### src/rtl/uart_rx.sv
// uart_rx: oversampled UART receive path. A 2-FF synchronizer feeds an
// edge detector; the FSM locks its sampling phase to the middle of the start
// bit and then samples every OVERSAMPLE ticks. Completed bytes are offered
// on a valid/ready handshake. Framing and overrun errors are reported as
// 1-clk pulses.
// Optional feature: define UART_RX_PARITY_EN to expect one even-parity bit
// after the data bits. The parity result is reported on parity_err.
module uart_rx #(
  parameter int DATA_BITS  = 8,
  parameter int OVERSAMPLE = 16
) (
  input  logic                 clk,
  input  logic                 rst_n,
  input  logic                 sample_tick,
  input  logic                 rx,
  output logic [DATA_BITS-1:0] rx_data,
  output logic                 rx_valid,
  input  logic                 rx_ready,
  output logic                 frame_err,
  output logic                 overrun,
  output logic                 parity_err
);

  localparam int CW = $clog2(OVERSAMPLE);
  localparam int BW = $clog2(DATA_BITS);
  localparam logic [CW-1:0] HALF_LAST = CW'(OVERSAMPLE / 2 - 1);
  localparam logic [CW-1:0] FULL_LAST = CW'(OVERSAMPLE - 1);
  localparam logic [BW-1:0] BIT_LAST  = BW'(DATA_BITS - 1);

  typedef enum logic [2:0] {IDLE, START, DATA, PARITY, STOP} state_t;

  state_t               state;
  state_t               state_next;
  logic                 sync1;
  logic                 rs;
  logic                 rs_d;
  logic [CW-1:0]        tick_cnt;
  logic [BW-1:0]        bit_cnt;
  logic [DATA_BITS-1:0] shift;
  logic                 par_bad;

  logic                 fall_edge;
  logic                 half_hit;
  logic                 full_hit;
  logic                 shift_en;
  logic                 stop_en;
  logic                 cnt_clr;

  // Two-stage synchronizer plus one delay stage for edge detection; idle-high reset
  always_ff @(posedge clk or negedge rst_n) begin
    if (!rst_n) begin
      sync1 <= 1'b1;
      rs    <= 1'b1;
      rs_d  <= 1'b1;
    end else begin
      sync1 <= rx;
      rs    <= sync1;
      rs_d  <= rs;
    end
  end

  // FSM state register
  always_ff @(posedge clk or negedge rst_n) begin
    if (!rst_n) state <= IDLE;
    else        state <= state_next;
  end

  // FSM next-state logic
  always_comb begin
    state_next = state;
    case (state)
      IDLE:    if (fall_edge) state_next = START;
      // Mid start bit: a line already back high was only a glitch
      START:   if (half_hit) state_next = rs ? IDLE : DATA;
      DATA:    if (full_hit && bit_cnt == BIT_LAST) begin
`ifdef UART_RX_PARITY_EN
                 state_next = PARITY;
`else
                 state_next = STOP;
`endif
               end
      PARITY:  if (full_hit) state_next = STOP;
      // Leave at mid-stop so a back-to-back start edge is not missed
      STOP:    if (full_hit) state_next = IDLE;
      default: state_next = IDLE;
    endcase
  end

  // FSM output decode: sampling strobes and counter control
  always_comb begin
    fall_edge = rs_d & ~rs;
    half_hit  = sample_tick && (tick_cnt == HALF_LAST);
    full_hit  = sample_tick && (tick_cnt == FULL_LAST);
    shift_en  = (state == DATA) && full_hit;
    stop_en   = (state == STOP) && full_hit;
    cnt_clr   = (state_next != state) || (state == IDLE);
  end

  // Tick counter: restarts on every state entry, wraps once per bit period
  always_ff @(posedge clk or negedge rst_n) begin
    if (!rst_n)           tick_cnt <= '0;
    else if (cnt_clr)     tick_cnt <= '0;
    else if (sample_tick) tick_cnt <= (tick_cnt == FULL_LAST) ? '0 : tick_cnt + CW'(1);
  end

  // Bit counter and LSB-first shift register (new bit enters at the MSB)
  always_ff @(posedge clk or negedge rst_n) begin
    if (!rst_n) begin
      bit_cnt <= '0;
      shift   <= '0;
    end else begin
      if (state == START && state_next == DATA) bit_cnt <= '0;
      else if (shift_en)                        bit_cnt <= bit_cnt + BW'(1);
      if (shift_en) shift <= {rs, shift[DATA_BITS-1:1]};
    end
  end

`ifdef UART_RX_PARITY_EN
  logic par_en;
  assign par_en = (state == PARITY) && full_hit;

  // Even parity: data XOR parity bit must be 0
  always_ff @(posedge clk or negedge rst_n) begin
    if (!rst_n)      par_bad <= 1'b0;
    else if (par_en) par_bad <= (^shift) ^ rs;
  end

  // Parity error pulse, suppressed when the stop bit is also bad
  always_ff @(posedge clk or negedge rst_n) begin
    if (!rst_n) parity_err <= 1'b0;
    else        parity_err <= stop_en & rs & par_bad;
  end
`else
  assign par_bad    = 1'b0;
  assign parity_err = 1'b0;
`endif

  // Completion and handshake: deliver, drop with overrun, or flag framing error
  always_ff @(posedge clk or negedge rst_n) begin
    if (!rst_n) begin
      rx_data   <= '0;
      rx_valid  <= 1'b0;
      frame_err <= 1'b0;
      overrun   <= 1'b0;
    end else begin
      frame_err <= 1'b0;
      overrun   <= 1'b0;
      if (rx_valid && rx_ready) rx_valid <= 1'b0;
      if (stop_en) begin
        if (!rs) begin
          frame_err <= 1'b1;
        end else if (!par_bad) begin
          if (!rx_valid || rx_ready) begin
            rx_data  <= shift;
            rx_valid <= 1'b1;
          end else begin
            overrun <= 1'b1;
          end
        end
      end
    end
  end

endmodule

### config.mk
export PLATFORM = sky130hd
export DESIGN_NAME = uart_rx
export DESIGN_NICKNAME = d
export VERILOG_FILES = /design/src/rtl/uart_rx.sv
export SDC_FILE = /design/constraint.sdc
export NUM_CORES = 1
export LEC_CHECK = 0
export CAP_MARGIN = 20
export CELL_PAD_IN_SITES_DETAIL_PLACEMENT = 1
export CELL_PAD_IN_SITES_GLOBAL_PLACEMENT = 1
export CORE_MARGIN = 2
export CORE_UTILIZATION = 35
export DETAILED_ROUTE_END_ITERATION = 7
export PLACE_DENSITY_LB_ADDON = 0.1
export SYNTH_ARGS = -nofsm -noshare
export SYNTH_HDL_FRONTEND = slang
export SYNTH_SLANG_ARGS = --single-unit
### constraint.sdc
create_clock -name clk -period 3.14 [get_ports clk]
set_input_delay 0.471 -clock clk [delete_from_list [all_inputs] [get_ports clk]]
set_output_delay 0.471 -clock clk [all_outputs]
set_load 0.01 [all_outputs]
# Word-level counts from Yosys, hierarchy flattened
# Cells that the tools add are included.
[word_totals]
register_bits = 32
elab_cells = 59
in_bits = 5
[classes]
bitwise = 2
add_sub_neg = 2
n_reduce_logical = 14
eq_ne = 9
n_mux = 21
[op_table]
columns = ["cell", "n"]
rows = [
  ["3-bit 2-to-1 mux", 7],
  ["3-bit one-hot mux with 5 select lines", 1],
  ["4-bit 2-to-1 mux", 3],
  ["3-bit by 2-bit == test with 1-bit output, second input constant", 3],
  ["1-bit 2-to-1 mux", 9],
  ["1-bit logical AND", 7],
  ["3-bit == test, second input constant", 2],
  ["4-bit by 1-bit adder with 4-bit output, second input constant", 1],
  ["4-bit by 3-bit == test with 1-bit output, second input constant", 1],
  ["4-bit == test, second input constant", 1],
  ["2-bit nonzero test", 2],
  ["3-bit by 1-bit adder with 3-bit output, second input constant", 1],
  ["3-bit by 1-bit == test with 1-bit output, second input constant", 1],
  ["3-bit logical NOT", 1],
  ["3-bit != test", 1],
  ["3-bit AND reduction", 1],
  ["1-bit logical OR", 2],
  ["2-bit 2-to-1 mux", 1],
  ["1-bit bitwise AND", 1],
  ["1-bit logical NOT", 1],
  ["1-bit inverter", 1],
]

# Logic depth before layout (Yosys ltp)
# Gate-level depths: netlist of the first run.
[logic_depth]
word_depth = 8
depth_mapped = 6

# Worst setup path before layout of the first run
# No wires, ideal clock.
[synth_timing]
kind = "register -> register"
from = "register tick_cnt[0]"
to = "register shift[0]"
setup_ps = 125
path_slack_ps = 1444
t_arrival_ps = 1571
stages_incl_launch_ff = 6
period_less_slack_ps = 1696
required_time_ps = 3015
path_buffers = 1
path_cell_list = "dfrtp_1 -> ha_1 -> nand4_1 -> or3_4 -> buf_6 -> mux2_4"
[synth_via]
elab_chain_cells = 3
[synth_lines]
columns = ["item", "line_no", "text"]
rows = [
  ["start, declared", "37", "logic [CW-1:0] tick_cnt;"],
  ["start signal, assigned", "103", "else if (sample_tick) tick_cnt <= (tick_cnt == FULL_LAST) ? '0 : tick_cnt + CW'(1);"],
  ["4-bit == test", "93", "full_hit = sample_tick && (tick_cnt == FULL_LAST);"],
  ["1-bit logical AND", "93", ""],
  ["1-bit logical AND", "94", "shift_en = (state == DATA) && full_hit;"],
  ["end signal, assigned", "114", "if (shift_en) shift <= {rs, shift[DATA_BITS-1:1]};"],
  ["end, declared", "39", "logic [DATA_BITS-1:0] shift;"],
]
# Every way passes these cells.
# A chain may end at the register's enable or synchronous reset.

# Worst setup path in the final report of the first run
[layout_timing]
from = "input port sample_tick"
to = "register tick_cnt[1]"
[layout_via]
elab_chain_cells = 7
[layout_lines]
columns = ["item", "line_no", "text"]
rows = [
  ["start, declared", "14", "input logic sample_tick,"],
  ["1-bit logical AND", "93", ""],
  ["1-bit logical AND", "75", "DATA: if (full_hit && bit_cnt == BIT_LAST) begin"],
  ["3-bit 2-to-1 mux", "75", ""],
  ["3-bit one-hot mux with 5 select lines", "71", "case (state)"],
  ["3-bit != test", "96", "cnt_clr = (state_next != state) || (state == IDLE);"],
  ["1-bit logical OR", "96", ""],
  ["4-bit 2-to-1 mux / 2-bit nonzero test (equally long branches)", "--", ""],
]
# Parallel ways exist; a longest one is shown, timed or not.

==> flow_summary.ini, run 1 <==
[run_status]
run_status = completed

[layout]
num_antenna_cells = 0
area_growth_pct = 18.1
num-nets-final = 138
final_util_pct = 42.7
drive_gt1_share_pct = 23.7

[logic_synthesis]
synth-seq-cells = 32
async_reset_ff_share_pct = 100
ys.flop_type = dfrtp_1
yosys-top-cells-area = dfrtp_1, mux2_4, mux2_2
netlist_area_sq_um = 1450
yosysMostFrequentCell = dfrtp_1
syn_nets = 121
synth_seq_area_share_pct = 55.6
avgSynthCellArea_sq_um = 12.8
synthCells = 113
synth_top_area_share_pct = 50.1
synth_top_cells_by_count = dfrtp_1, mux2_2, mux2_4, nor2_1, nand2_1
synth_edf_count = 0
ys_types = 38
yosys_warnings = 0
yosysTopAreaCell = dfrtp_1

[global_route]
use_met3_pct = 5.10
overflow = 0
grt_pass1_vias = 955
track_usage_pct = 13.8
met1_usage_pct = 15.4
antenna_found_initial = 0
grt_use_met2_pct = 23.8
grt_pass1_wl_mm = 4.53
grt_max_degree = 33
top_usage_layer = met2

[drt]
avgRoutedWirePerCell_microns = 15.5
via_per_inst = 5.06
via_count = 916
drc = 0
firstDrtPassIters = 4
postRouteWirelength_mm = 2.80
postRouteAntennaNets = 0
drt_iter0_drc = 30

[floorplanning]
die_y_microns = 68.3
start_util_pct = 36.2
dieArea_sq_um = 4670
ios = 17
die_x_microns = 68.3
row_count = 23
core_sq_um = 4000

[setup_path]
startpoint_type = input port
worstSetupPathType = in2reg
end_kind = register
worstPathArrival_ps = 2140
reg2reg_depth = 5
r2r_setup_slack_ps = 1290
cp_max_fo = 8
r2r-end = tick_cnt[1]$_DFFE_PN0P_
r2r-start = tick_cnt[0]$_DFFE_PN0P_
required_ps = 3280

[place]
routabilityCongestion = 0.771
port_buffers = 15
place_hpwl_mm = 1.98

[cts]
cts_resized = 0
clockBufferDepth = 2
postCtsSetupBuffers = 0
htreeDepth = 2
clk_pin_slew_worst_paths_ps = 60
cts_sinks = 32
hold_buffers = 0
clockRootBuffer = clkbuf_8
cts_made_buffers = 5
clock_latency_ps = 280
cts_tree = built

[power]
switching_share_pct = 30.8
p_leak_nw = 0.818
p_seq_share_pct = 52.5
p_clk_share_pct = 29.9
power_mw = 0.986
p_per_area_nw_per_um2 = 577
switching_power_mw = 0.304
ir_worst_vdd_uv = 222
pwr-share-comb_pct = 17.6
p_int_mw = 0.683

[timing]
post-route-period-util_pct = 63.5
rsz0062_at_grt = false
fmax_mhz = 502
min_period_ps = 1990
tns_ps = 0
timing.hold.ws_ps = 363
hold_viol = 0
final_max_slew_viol_count = 0
finalClockSkew_ps = 5.99
setup_viol = 0

[min_path]
holdPathStages = 0
hp-class = reg2reg
hold-path-endpoint = rs$_DFF_PN1_
hold_start = sync1$_DFF_PN1_

[run]
maxCapViolCount = 0
-- worst max path at each step --
stage                         endpoint  depth (start not counted)               startpoint  slack [ps]
2_1_floorplan     shift[0]$_DFFE_PN0P_                          5  tick_cnt[0]$_DFFE_PN0P_        1440
3_3_place_gp      shift[0]$_DFFE_PN0P_                          4              sample_tick         870
3_5_place_dp   tick_cnt[0]$_DFFE_PN0P_                          5              sample_tick         860
4_1_cts        tick_cnt[0]$_DFFE_PN0P_                          5              sample_tick        1160
5_1_grt        tick_cnt[1]$_DFFE_PN0P_                          5              sample_tick        1010
6_report       tick_cnt[1]$_DFFE_PN0P_                          5              sample_tick        1150
-- per-stage QoR --
step           setup slack (ps)  area (sq um)  instances
2_1_floorplan              1440          1450        113
3_3_place_gp                866          1630        173
3_5_place_dp                855          1630        173
4_1_cts                    1160          1710        181
5_1_grt                    1010          1710        181
6_report                   1150          1710        181
-- cells in the final DEF, fill, tap and decap left out, types with 3 or more instances in the layout --
cell	Yosys	layout
nor2_1	7	7
dfstp_2	3	3
dfrtp_1	29	29
nor3_1	5	5
nand2b_1	4	4
nand2_1	6	6
clkdlybuf4s50_1	0	15
ha_1	3	3
mux2i_1	4	4
mux2_2	9	9
clkbuf_8	0	5
mux2_4	7	7
-- worst max-delay path, cell delays in order --
cell and delay (ps):
clkdlybuf4s50_1 650, and4_1 340, o21ai_1 150, a221oi_2 410, nor3_1 110
-- power groups by stage --
stage	clock network, mW	registers, mW	logic, mW
CTS	0.309	0.517	0.178
global placement	0	0.522	0.166
finish	0.295	0.518	0.174
detailed placement	0	0.525	0.177
floorplan	0	0.485	0.159
global route	0.329	0.527	0.200
-- cell type report --
type / count / area [sq um]
Multi-Input combinational cell: 73 / 596
Clock inverter: 1 / 5.00
Clock buffer: 7 / 76.3
Tap cell: 50 / 62.6
Fill cell: 438 / 2290
Inverter: 2 / 7.51
Sequential cell: 32 / 805
Timing Repair Buffer: 16 / 158
-- registers in the layout, summed over array words and instances, names as in the netlist, 3 cells and up --
signal,flops
state,3
tick_cnt,4
shift,8
bit_cnt,3
rx_data,8
-- layer usage --
layer / part of all wire, % / wire length, microns / vias to the layer above
met1: 43 / 1210 / 462
met5: 0 / 0 / -
met2: 52 / 1450 / 16
met3: 4.1 / 115 / 4
met4: 0.79 / 22 / 0
li1: - / - / 434
-- cell families after synthesis --
| group | after synthesis | synth area share (%) |
|---|---|---|
| muxes | 20 | 17.0 |
| and+or+nand+nor | 33 | 13.0 |
| DFF | 32 | 55.6 |
| buffers and inverters | 8 | 3.28 |
| xor gates and xnor gates | 2 | 1.21 |
| other | 1 | 0.259 |
| AOI/OAI and AO/OA | 14 | 7.09 |
| adders and majority gates | 3 | 2.59 |
(Power assumes the default switching activity.)
==> run 2, diff against run 1 <==
==> constraint.sdc (replaced) <==
create_clock -name clk -period 1.7 [get_ports clk]
set_input_delay 0.255 -clock clk [delete_from_list [all_inputs] [get_ports clk]]
set_output_delay 0.255 -clock clk [all_outputs]
set_load 0.01 [all_outputs]
==> run 2 against run 1 <==
  * The flow now finishes with violations (negative setup slack)
  * Die area unchanged
  * Register-to-register slack got worse by 1300 ps
  * Sequential cell count unchanged
  * Largest cell class unchanged
==> flow_summary.ini, run 2 (same netlist as run 1, synthesis figures left out) <==
[cts]
hold_buffers = 0
clockBufferDepth = 2
clk_pin_slew_worst_paths_ps = 60
clock_latency_ps = 280
htreeDepth = 2
clockRootBuffer = clkbuf_8
cts_made_buffers = 5
cts_sinks = 32
cts_tree = built

[setup_path]
startpoint_type = register
cp_max_fo = 6
worstSetupPathType = reg2reg
end_kind = register
required_ps = 1860
worstPathArrival_ps = 1880

[floorplanning]
dieArea_sq_um = 4670
die_x_microns = 68.3
core_sq_um = 4000
ios = 17
start_util_pct = 36.2
row_count = 23
die_y_microns = 68.3

[power]
p_per_area_nw_per_um2 = 1140
ir_worst_vdd_uv = 673
p_leak_nw = 0.931
power_mw = 2.19

[drt]
via_per_inst = 5.07
avgRoutedWirePerCell_microns = 15.1
drc = 0
via_count = 1024
firstDrtPassIters = 3
postRouteWirelength_mm = 3.06
postRouteAntennaNets = 0
drt_iter0_drc = 40

[run_status]
violations = negative setup slack
run_status = finished, violations left

[timing]
post-route-period-util_pct = 101
worst_slack_ps = -15.0
min_period_ps = 1710
hold_viol = 0
final_max_slew_viol_count = 0
finalClockSkew_ps = 4.69
fmax_mhz = 583
setup_viol = 2
rsz0062_at_grt = true

[layout]
final_cell_mix = dfrtp_1, buf_4, clkdlybuf4s50_1
stdcell_count = 202
num_antenna_cells = 0
area_growth_pct = 33.0
final_common_cell = dfrtp_1
fillers = 442
drive_gt1_share_pct = 37.5
top_regs = rx_data (8), shift (8), tick_cnt (4)
final_util_pct = 48.1
num-nets-final = 159

[place]
port_buffers = 15
routabilityCongestion = 0.719
place_hpwl_mm = 2.27
place_inst = 191

[global_route]
grt_pass1_vias = 1035
top_usage_layer = met2
track_usage_pct = 15.0
met1_usage_pct = 15.3
grt_use_met2_pct = 27.2
overflow = 0
antenna_found_initial = 0
grt_max_degree = 33
grt_pass1_wl_mm = 4.84
use_met3_pct = 3.78

[min_path]
hp-class = reg2reg

[run]
maxCapViolCount = 0
[run 2: cell types whose count changed in the layout (fill, tap and decap cells not counted), sizes merged]
| cell | before | now |
|---|---|---|
| or3 | 1 | 2 |
| bufinv | 0 | 1 |
| buf | 1 | 21 |
| clkbuf | 7 | 6 |
[run 2: area by class of cell]
type	instances	area, sq um	area share [%]
clock buffer	6	72.6	3.77
clock inverter	2	35.0	1.82
multi-input combinational	74	636	33.0
timing repair buffer	36	308	16.0
sequential	32	805	41.8
tap	50	62.6	3.25
inverter	2	7.51	0.390
[run 2: path summary, 6_finish.rpt]
path                            cells after the start                   end  slack [ps]               startpoint
worst max register to register                      4  shift[1]$_DFFE_PN0P_         -10  tick_cnt[1]$_DFFE_PN0P_
max in group asynchronous                           2          rs$_DFF_PN1_        1000                    rst_n
worst max-delay path                                4  shift[1]$_DFFE_PN0P_         -10  tick_cnt[1]$_DFFE_PN0P_
worst min-delay path                                0          rs$_DFF_PN1_         360          sync1$_DFF_PN1_
min in group asynchronous                           2    state[1]$_DFF_PN0_         370                    rst_n
worst min register to register                      0          rs$_DFF_PN1_         360          sync1$_DFF_PN1_
[run 2: critical path: stages (launching register included)]
cell,delay (ps)
dfrtp_1,390
ha_4,170
nand4_1,190
or3_4,510
mux2_4,330
[run 2: per-stage QoR]
stage	hold WS, ps	cell area [sq um]	setup WS (ps)	setup TNS [ps]
6_report	356	1930	-15.0	-17.1
5_1_grt	362	1930	-62.0	-297
4_1_cts	357	1870	-0.195	-0.195
3_5_place_dp	347	1760	-256	-5250
3_3_place_gp	347	1760	-221	-4160
2_1_floorplan	-40.6	1450	4.30	0
[run 2: report_power, final]
part	switching, mW	internal (mW)	leakage (nW)
clock	0.265	0.434	0.0552
sequential	0.106	0.830	0.428
combinational	0.260	0.293	0.448
total	0.632	1.56	0.931
[run 2: per-layer routing]
layer  up-vias  wire length [microns]
met5         -                      0
met4         0                     72
met3         8                    103
met2        17                   1650
met1       514                   1230
li1        485                      -
[run 2: repair_timing]
action	in CTS	in global routing
gates cloned	0	1
resized for setup	1	7
endpoints found under the setup margin	13	24
pin swaps	1	4
buffers inserted	0	2
==> run 3, diff against run 2 <==
--- a/config.mk
+++ b/config.mk
@@ -5,6 +5,7 @@
 export SDC_FILE = /design/constraint.sdc
 export NUM_CORES = 1
 export LEC_CHECK = 0
+export ABC_AREA = 1
 export CAP_MARGIN = 20
 export CELL_PAD_IN_SITES_DETAIL_PLACEMENT = 1
 export CELL_PAD_IN_SITES_GLOBAL_PLACEMENT = 1
==> run 3 against run 2 <==
  * The flow now finishes without violations
  * Synthesized cell count up 37%
  * Final area down 5.6%
  * Clock skew barely moved
  * Critical path depth up 4
==> flow_summary.ini, run 3 <==
[cts]
cts_sinks = 32
clockRootBuffer = clkbuf_8
cts_tree = built
clockBufferDepth = 2
cts_made_buffers = 5
clock_latency_ps = 280
htreeDepth = 2
clk_pin_slew_worst_paths_ps = 60

[drt]
postRouteAntennaNets = 0
drc = 0
avgRoutedWirePerCell_microns = 14.0
postRouteWirelength_mm = 3.27
firstDrtPassIters = 4
drt_iter0_drc = 25
via_per_inst = 4.73
via_count = 1103

[timing]
final_max_slew_viol_count = 0
rsz0062_at_grt = false
tns_ps = 0
post-route-period-util_pct = 91.6
fmax_mhz = 642
setup_viol = 0
hold_viol = 0
min_period_ps = 1560
finalClockSkew_ps = 4.27

[layout]
seq_area_sq_um = 805
multiInputGateArea_sq_um = 556
drive_gt1_share_pct = 21.3
num_antenna_cells = 0
area_growth_pct = 23.9
num-nets-final = 190
final_cell_mix = nand2_1, dfrtp_1, inv_1
fillers = 472
final_common_cell = nand2_1
top_regs = rx_data (8), shift (8), tick_cnt (4)

[logic_synthesis]
async_reset_ff_share_pct = 100
synth_edf_count = 0
yosys_warnings = 0
yosysTopAreaCell = dfrtp_1
yosysMostFrequentCell = nand2_1
synth-seq-cells = 32
ys_types = 26
synth_seq_area_share_pct = 54.8
yosys-top-cells-area = dfrtp_1, nand2_1, dfstp_2
synth_top_area_share_pct = 49.4
netlist_area_sq_um = 1470
syn_nets = 163
synth_top_cells_by_count = nand2_1, dfrtp_1, inv_1
avgSynthCellArea_sq_um = 9.47
synthCells = 155
ys.flop_type = dfrtp_1

[power]
switching_power_mw = 0.550
ir_worst_vdd_uv = 482
p_per_area_nw_per_um2 = 1000
p_int_mw = 1.27
switching_share_pct = 30.2
p_seq_share_pct = 47.0
pwr-share-comb_pct = 21.0
p_clk_share_pct = 31.9
p_leak_nw = 0.875
power_mw = 1.82

[run_status]
run_status = completed

[global_route]
grt_pass1_vias = 1186
track_usage_pct = 16.6
overflow = 0
grt_pass1_wl_mm = 5.55
antenna_found_initial = 0
grt_max_degree = 33

[setup_path]
worstPathArrival_ps = 1710
critPathTopFamily = simple AND/OR/NAND/NOR gates
critPathBufInv = 1
cpPeakStageDelay_ps = 370
worstSetupPathType = reg2reg
r2r-end = tick_cnt[0]$_DFFE_PN0P_
cp_slowest_cell = dfrtp_1
reg2reg_depth = 8
cp_max_fo = 7
cp-startpoint = tick_cnt[0]$_DFFE_PN0P_
cpMostUsedCell = nand2_1
r2r-start = tick_cnt[0]$_DFFE_PN0P_
crit_chain = ha_1 > nand2_1 > nor2_8 > inv_1 > nand2_1 > nand2_1 > a21oi_2 > nor3_1
required_ps = 1850
startpoint_type = register
end_kind = register
r2r_setup_slack_ps = 140

[min_path]
holdPathStages = 0
hold_start = sync1$_DFF_PN1_
hp-class = reg2reg
hold-path-endpoint = rs$_DFF_PN1_

[place]
place_hpwl_mm = 2.51
port_buffers = 15
routabilityCongestion = 0.877

[run]
maxCapViolCount = 0

[floorplanning]
row_count = 23
ios = 17
core_sq_um = 4030
start_util_pct = 36.4
die_y_microns = 68.8
dieArea_sq_um = 4730
die_x_microns = 68.8
run 3: worst max-delay path by stage:
stage / endpoint / slack [ps] / cells past startpoint
5_1_grt: tick_cnt[0]$_DFFE_PN0P_ / 20 / 5
4_1_cts: tick_cnt[3]$_DFFE_PN0P_ / 100 / 5
6_report: tick_cnt[0]$_DFFE_PN0P_ / 140 / 8
2_1_floorplan: rx_data[5]$_DFFE_PN0P_ / 260 / 9
3_5_place_dp: tick_cnt[3]$_DFFE_PN0P_ / -20 / 8
3_3_place_gp: rx_data[7]$_DFFE_PN0P_ / 40 / 8
run 3: what timing repair did:
action	CTS	global route
endpoints found under the setup margin	0	3
hold buffers	0	0
buffers inserted	0	0
gates resized for setup	0	1
run 3: layout make-up:
cell class | instances | area share [%]
Clock buffer | 8 | 4.96
Inverter | 22 | 4.54
Multi-Input combinational cell | 98 | 30.6
Sequential cell | 32 | 44.3
Tap cell | 50 | 3.44
Timing Repair Buffer | 23 | 12.3
run 3: per-layer routing:
layer,track usage [%],routed length (microns),vias to the layer above
met1,19.6,1460,541
met2,28.1,1660,13
met4,7.35,62,0
met5,0,0,-
li1,-,-,542
met3,4.38,81,7
run 3: cell families (layout without fill, tap and decap cells):
| family | count (synthesis) | count (layout) | synth area share [%] |
|---|---|---|---|
| other | 1 | 1 | 0.256 |
| buffers and inverters | 25 | 53 | 7.67 |
| xor gates and xnor gates | 1 | 1 | 0.597 |
| adders and majority gates | 3 | 3 | 2.56 |
| and+or+nand+nor | 69 | 69 | 23.1 |
| DFF | 32 | 32 | 54.8 |
| AOI/OAI and AO/OA | 24 | 24 | 11.0 |
run 3: metrics by stage:
stage / worst slack (ps) / area, sq um / utilization [%] / hold slack, ps / instances
after floorplan: 264 / 1470 / - / -40.6 / 155
after global placement: 39.7 / 1720 / 42.8 / 346 / 225
after detailed placement: -22.6 / 1720 / 42.8 / 351 / 225
after CTS: 97.7 / 1810 / 45.0 / 360 / 233
after global routing: 17.9 / 1820 / 45.1 / 366 / 233
final: 143 / 1820 / 45.1 / 358 / 233
run 3: power groups by stage:
stage / sequential, mW / clock, mW / combinational (mW)
after floorplan: 0.858 / 0 / 0.237
after global placement: 0.865 / 0 / 0.350
after detailed placement: 0.870 / 0 / 0.375
after CTS: 0.856 / 0.605 / 0.382
after global routing: 0.862 / 0.640 / 0.432
final: 0.858 / 0.582 / 0.384
